## src/rtl/bpred_ctrl.sv

```systemverilog
// Decode-stage branch predictor: 2-bit saturating counter table indexed by PC,
// in-flight guess tracking to execute, training with a one-cycle write bypass, and statistics.
module bpred_ctrl #(
    parameter int         INDEX_W  = 6,
    parameter int         ENTRIES  = 64,
    parameter logic [1:0] INIT_CNT = 2'b01
) (
    input  logic        clk,
    input  logic        rst,
    input  logic        flush,
    input  logic        d_en,
    input  logic [31:0] d_pc,
    input  logic        d_isbranch,
    output logic        d_guess_taken,
    input  logic        e_resolve,
    input  logic        e_taken,
    output logic        bfrome,
    output logic        miss_nt,
    output logic        bpu_ready,
    output logic [31:0] stat_branches,
    output logic [31:0] stat_miss
);

    typedef enum logic {S_INIT, S_RUN} state_t;

    state_t             state_q, state_d;
    logic [INDEX_W-1:0] sweep_idx;
    logic [1:0]         cnt_tbl [ENTRIES];

    logic [INDEX_W-1:0] idx_d;
    logic [1:0]         d_cnt, e_cnt, new_cnt;
    logic               run, res_valid;

    logic               e_vld, e_guess;
    logic [INDEX_W-1:0] e_idx;

    logic               wr_vld_p1;
    logic [INDEX_W-1:0] wr_idx_p1;
    logic [1:0]         wr_cnt_p1;

    logic               unused_pc_bits;

    function automatic logic [1:0] cnt_step(input logic [1:0] c, input logic up);
        if (up) return (c == 2'b11) ? c : c + 2'b01;
        else    return (c == 2'b00) ? c : c - 2'b01;
    endfunction

    function automatic logic [31:0] sat_inc(input logic [31:0] v);
        return (v == 32'hFFFF_FFFF) ? v : v + 32'd1;
    endfunction

    always_ff @(posedge clk) begin
        if (rst) state_q <= S_INIT;
        else     state_q <= state_d;
    end

    always_comb begin
        state_d = state_q;
        case (state_q)
            S_INIT:  if (sweep_idx == INDEX_W'(ENTRIES - 1)) state_d = S_RUN;
            S_RUN:   state_d = S_RUN;
            default: state_d = S_INIT;
        endcase
    end

    always_ff @(posedge clk) begin
        if (rst)                  sweep_idx <= '0;
        else if (state_q == S_INIT) sweep_idx <= sweep_idx + 1'b1;
    end

    assign run       = (state_q == S_RUN);
    assign bpu_ready = run;

    assign idx_d          = d_pc[INDEX_W+1:2];
    assign unused_pc_bits = ^{d_pc[31:INDEX_W+2], d_pc[1:0]};

    // Both lookups see a pending write before it lands in the table.
    assign d_cnt = (wr_vld_p1 && wr_idx_p1 == idx_d) ? wr_cnt_p1 : cnt_tbl[idx_d];
    assign e_cnt = (wr_vld_p1 && wr_idx_p1 == e_idx) ? wr_cnt_p1 : cnt_tbl[e_idx];

    assign d_guess_taken = run & d_isbranch & d_cnt[1];
    assign res_valid     = run & e_resolve & e_vld & ~flush;
    assign bfrome        = res_valid & e_guess & ~e_taken;
    assign miss_nt       = res_valid & ~e_guess & e_taken;
    assign new_cnt       = cnt_step(e_cnt, e_taken);

    // Table write stage: init sweep, otherwise commit the pending training write
    always_ff @(posedge clk) begin
        if (state_q == S_INIT)  cnt_tbl[sweep_idx] <= INIT_CNT;
        else if (wr_vld_p1)     cnt_tbl[wr_idx_p1] <= wr_cnt_p1;
    end

    // D->E tracking stage and pending-write capture
    always_ff @(posedge clk) begin
        if (rst) begin
            e_vld     <= 1'b0;
            wr_vld_p1 <= 1'b0;
        end else begin
            wr_vld_p1 <= res_valid;
            if (flush)          e_vld <= 1'b0;
            else if (d_en)      e_vld <= d_isbranch & run;
            else if (res_valid) e_vld <= 1'b0;
        end
    end

    always_ff @(posedge clk) begin
        if (!flush && d_en) begin
            e_guess <= d_guess_taken;
            e_idx   <= idx_d;
        end
        if (res_valid) begin
            wr_idx_p1 <= e_idx;
            wr_cnt_p1 <= new_cnt;
        end
    end

    always_ff @(posedge clk) begin
        if (rst) begin
            stat_branches <= '0;
            stat_miss     <= '0;
        end else if (res_valid) begin
            stat_branches <= sat_inc(stat_branches);
            if (bfrome | miss_nt) stat_miss <= sat_inc(stat_miss);
        end
    end

endmodule
```

## config.mk

```make
export PLATFORM = sky130hd
export DESIGN_NAME = bpred_ctrl
export DESIGN_NICKNAME = d
export VERILOG_FILES = /design/src/rtl/bpred_ctrl.sv
export SDC_FILE = /design/constraint.sdc
export NUM_CORES = 1
export LEC_CHECK = 0
export BUFFER_PORTS_ARGS = -buffer_cell sky130_fd_sc_hd__buf_2
export CAP_MARGIN = 30
export CORE_MARGIN = 2
export CORE_UTILIZATION = 55
export DETAILED_ROUTE_END_ITERATION = 6
export GPL_TIMING_DRIVEN = 1
export PLACE_DENSITY = 0.87
export SYNTH_ARGS = -nofsm -noshare
export SYNTH_HDL_FRONTEND = slang
export SYNTH_SLANG_ARGS = --single-unit
export TNS_END_PERCENT = 100
```

## constraint.sdc

```tcl
create_clock -name clk -period 6.2 [get_ports clk]
set_input_delay 0.31 -clock clk [delete_from_list [all_inputs] [get_ports clk]]
set_output_delay 0.31 -clock clk [all_outputs]
set_load 0.005 [all_outputs]
```

==> impl_metrics.csv <==
group,metric,value,unit
status,status,"finished with violations",
status,violations,"DRC",
sta,max_slew.worst_pin.slew,0.868,ns
drt,dr.pass1.iters,7,
placed_design,placed_cell_area,10700,µm²
die,fp-row-count,49,
sta,period_share,49.6,%
logic_synthesis,async_reset_ff_share,0,%
finish,final_common_cell,"edfxtp_1",
sta,grt_setup_unrepaired,"no",
finish,layout_common_cells,"edfxtp_1 (143), nor2_1 (140), buf_2 (80)",
power,p_sw,0.674,mW
power,internal_power,2.45,mW
clocking,cts_inserted_buffers,23,
setup_path,crit_arrival,2.77,ns
global_routing,grtUsageTotal,23.7,%
finish,final_nets,955,
drt,drt-initial-drc-count,846,
power,combPwrFrac,5.0,%
global_routing,grt_overflow,0,
setup_path,worst-setup-path-type,"in -> out",
setup_path,cp_cell_sequence,"buf_2, mux4_2, mux4_2, nor2b_1, a211oi_1, a21oi_1, mux2i_1, nor2_1, buf_2",
sta,tns,0,ns
drt,vias,7090,
drt,drc,1,
clocking,htree_levels,1,
drt,wl,23200,µm
die,die_w,140,µm
sta,skew,0.0256,ns
drt,viasPerCell,6.13,
logic_synthesis,synth_edf_count,143,
logic_synthesis,synth_seq_cells,222,
setup_path,required,5.89,ns
drt,final_antenna_net_count,0,
global_routing,grt_max_degree,74,
global_routing,grt_pass1_vias,6987,
logic_synthesis,yosysTopAreaCell,"edfxtp_1",
min_path,holdCritPathClass,"in -> reg",
setup_path,crit_path_end_kind,"output port",
placed_design,finalWeightedCongestion,0.932,
power,power.total,3.13,mW
die,core_area,18000,µm²
die,initial_core_util,56.4,%
power,power.share.clock,44.4,%
power,cellLeakagePower,4.23,nW
setup_path,start_kind,"input pin",
die,die_h,140,µm
setup_path,cp_slowest_cell,"mux4_2",
logic_synthesis,yosysUniqueCellTypes,53,
finish,antenna_cells,0,
setup_path,worstPathMaxFanout,19,
logic_synthesis,ys_seq_area_share,57.8,%
sta,min_period,3.08,ns
sta,fmax,325,MHz
drt,wl_per_cell,20.0,µm
power,power.density,271,nW/µm²
finish,stdcell_area,11500,µm²
logic_synthesis,synthFlopType,"edfxtp_1",
clocking,insertion_delay,0.52,ns
power,ir_drop,0.000227,V
die,io_pins,107,
power,seq_power_share,50.6,%
sta,relSlewSlack,42.0,%
power,p_sw_share,21.6,%
logic_synthesis,synth_top_area_share,42.2,%
flow_run,drv_cap,0,
die,die_area,19600,µm²
finish,area_growth,13.2,%
logic_synthesis,ys_warn_count,0,
placed_design,port_buffers,80,
sta,slew_viol_final,0,
clocking,clockBufferDepth,3,
logic_synthesis,synth.avg_cell_area,12.2,µm²
logic_synthesis,syn_nets,876,
global_routing,grt_pass1_wl,36800,µm
global_routing,antenna_found_initial,0,
clocking,cts_root_buffer,"clkbuf_16",
logic_synthesis,syn-instance-count,834,
sta,hold_viol_final,0,
sta,setup_violations,0,
clocking,clkSinkCount,222,
clocking,cts_tree,"done",
logic_synthesis,syn-cell-area,10200,µm²
placed_design,place_hpwl,15300,µm
finish,drive_above_1_share,19.2,%
logic_synthesis,synth.area.top_cells,"edfxtp_1 (42%), dfxtp_1 (16%), mux4_2 (8.6%), nor2_1 (5.2%), mux2i_1 (4.0%)",
setup_path,max_stage_delay,0.60,ns
clocking,clk_pin_slew,0.07,ns
## stage by stage
stage	std cells	hold slack, ns	setup slack [ns]	util, %
after detailed placement	1116	0.485	3.08	59.6
after global routing	1157	0.0944	2.97	63.9
final	1157	0.0945	3.12	63.9
after floorplan	834	0.389	3.89	-
after global placement	1115	0.479	3.10	59.6
after CTS	1157	0.0801	3.10	63.9
## synth_stat cells (4+ instances only)
master and n:
dfxtp_1 79, buf_2 7, clkbuf_1 18, xnor2_1 33
mux2_2 6, nor3b_1 4, a22oi_1 13, mux2i_1 41
edfxtp_1 143, nor2b_1 9, or3_1 17, o21ai_0 16
nor2_1 140, nand2_1 56, o21ai_1 6, nand3_1 33
o31ai_1 4, and4_1 14, mux4_2 39, xor2_1 33
nand2b_1 5, a21oi_1 20, and2_1 6, and3_1 7
inv_1 16, nand4_1 21, nor3_1 5
## logic make-up after synthesis
logic type / count (synthesis) / share of synthesized area (%)
AOI/OAI and AO/OA: 80 / 5.09
xor gates and xnor gates: 66 / 5.68
adders and majority gates: 5 / 0.591
buffers and inverters: 50 / 2.19
DFF: 222 / 57.8
muxes: 86 / 13.3
and+or+nand+nor: 325 / 15.3
## worst max-delay path, delay by kind of cell
kind | cells | cell delay, ns
AND/OR/NAND/NOR | 2 | 0.23
AO/OA/AOI/OAI | 2 | 0.29
buffers and inverters | 2 | 0.69
multiplexers | 3 | 1.24
## final timing paths
check / startpoint / cells past startpoint / slack [ns] / end
setup / recovery: d_pc[2] / 9 / 3.12 / d_guess_taken
hold / removal: d_pc[6] / 1 / 0.09 / e_idx[4]$_DFFE_PP_
setup reg to reg: bpu_ready$_SDFF_PP0_ / 7 / 3.28 / stat_miss[27]$_SDFFE_PP0P_
hold reg to reg: e_idx[2]$_DFFE_PP_ / 0 / 0.49 / wr_idx_p1[2]$_DFFE_PP_
## layer usage
| metal | track usage [%] | share of wire (%) | vias to the layer above |
|---|---|---|---|
| met5 | 0 | 0 | - |
| met4 | 9.89 | 3.9 | 0 |
| met3 | 3.76 | 8.1 | 72 |
| met2 | 39.1 | 49 | 322 |
| met1 | 31.6 | 39 | 3464 |
| li1 | - | - | 3232 |
## final cells by class
class | instances | area, µm²
clock buffer | 26 | 597
timing repair buffer | 87 | 455
fill | 1322 | 6510
tap | 229 | 287
inverter | 17 | 63.8
clock inverter | 14 | 165
multi-input combinational | 562 | 4070
sequential | 222 | 5880
## power by group through the flow
| stage | Sequential [mW] | Combinational, mW | Clock, mW |
|---|---|---|---|
| after global placement | 1.61 | 0.151 | 0 |
| after CTS | 1.58 | 0.156 | 1.41 |
| after detailed placement | 1.61 | 0.154 | 0 |
| after global routing | 1.58 | 0.166 | 1.46 |
| after floorplan | 1.61 | 0.116 | 0 |
| final | 1.58 | 0.158 | 1.39 |
## registers in the layout, summed over array words and instances, names as in the netlist, named ones only
name           flops
stat_branches     32
sweep_idx          6
e_idx              6
wr_cnt_p1          2
cnt_tbl          128
wr_vld_p1          1
stat_miss         32
bpu_ready          1
e_vld              1
wr_idx_p1          6
e_guess            1
## what timing repair did
item,in CTS,in global routing
hold endpoints to repair,1,0
buffers inserted,0,0
resized for setup,0,0
hold buffers,1,0
(Power assumes the default switching activity.)
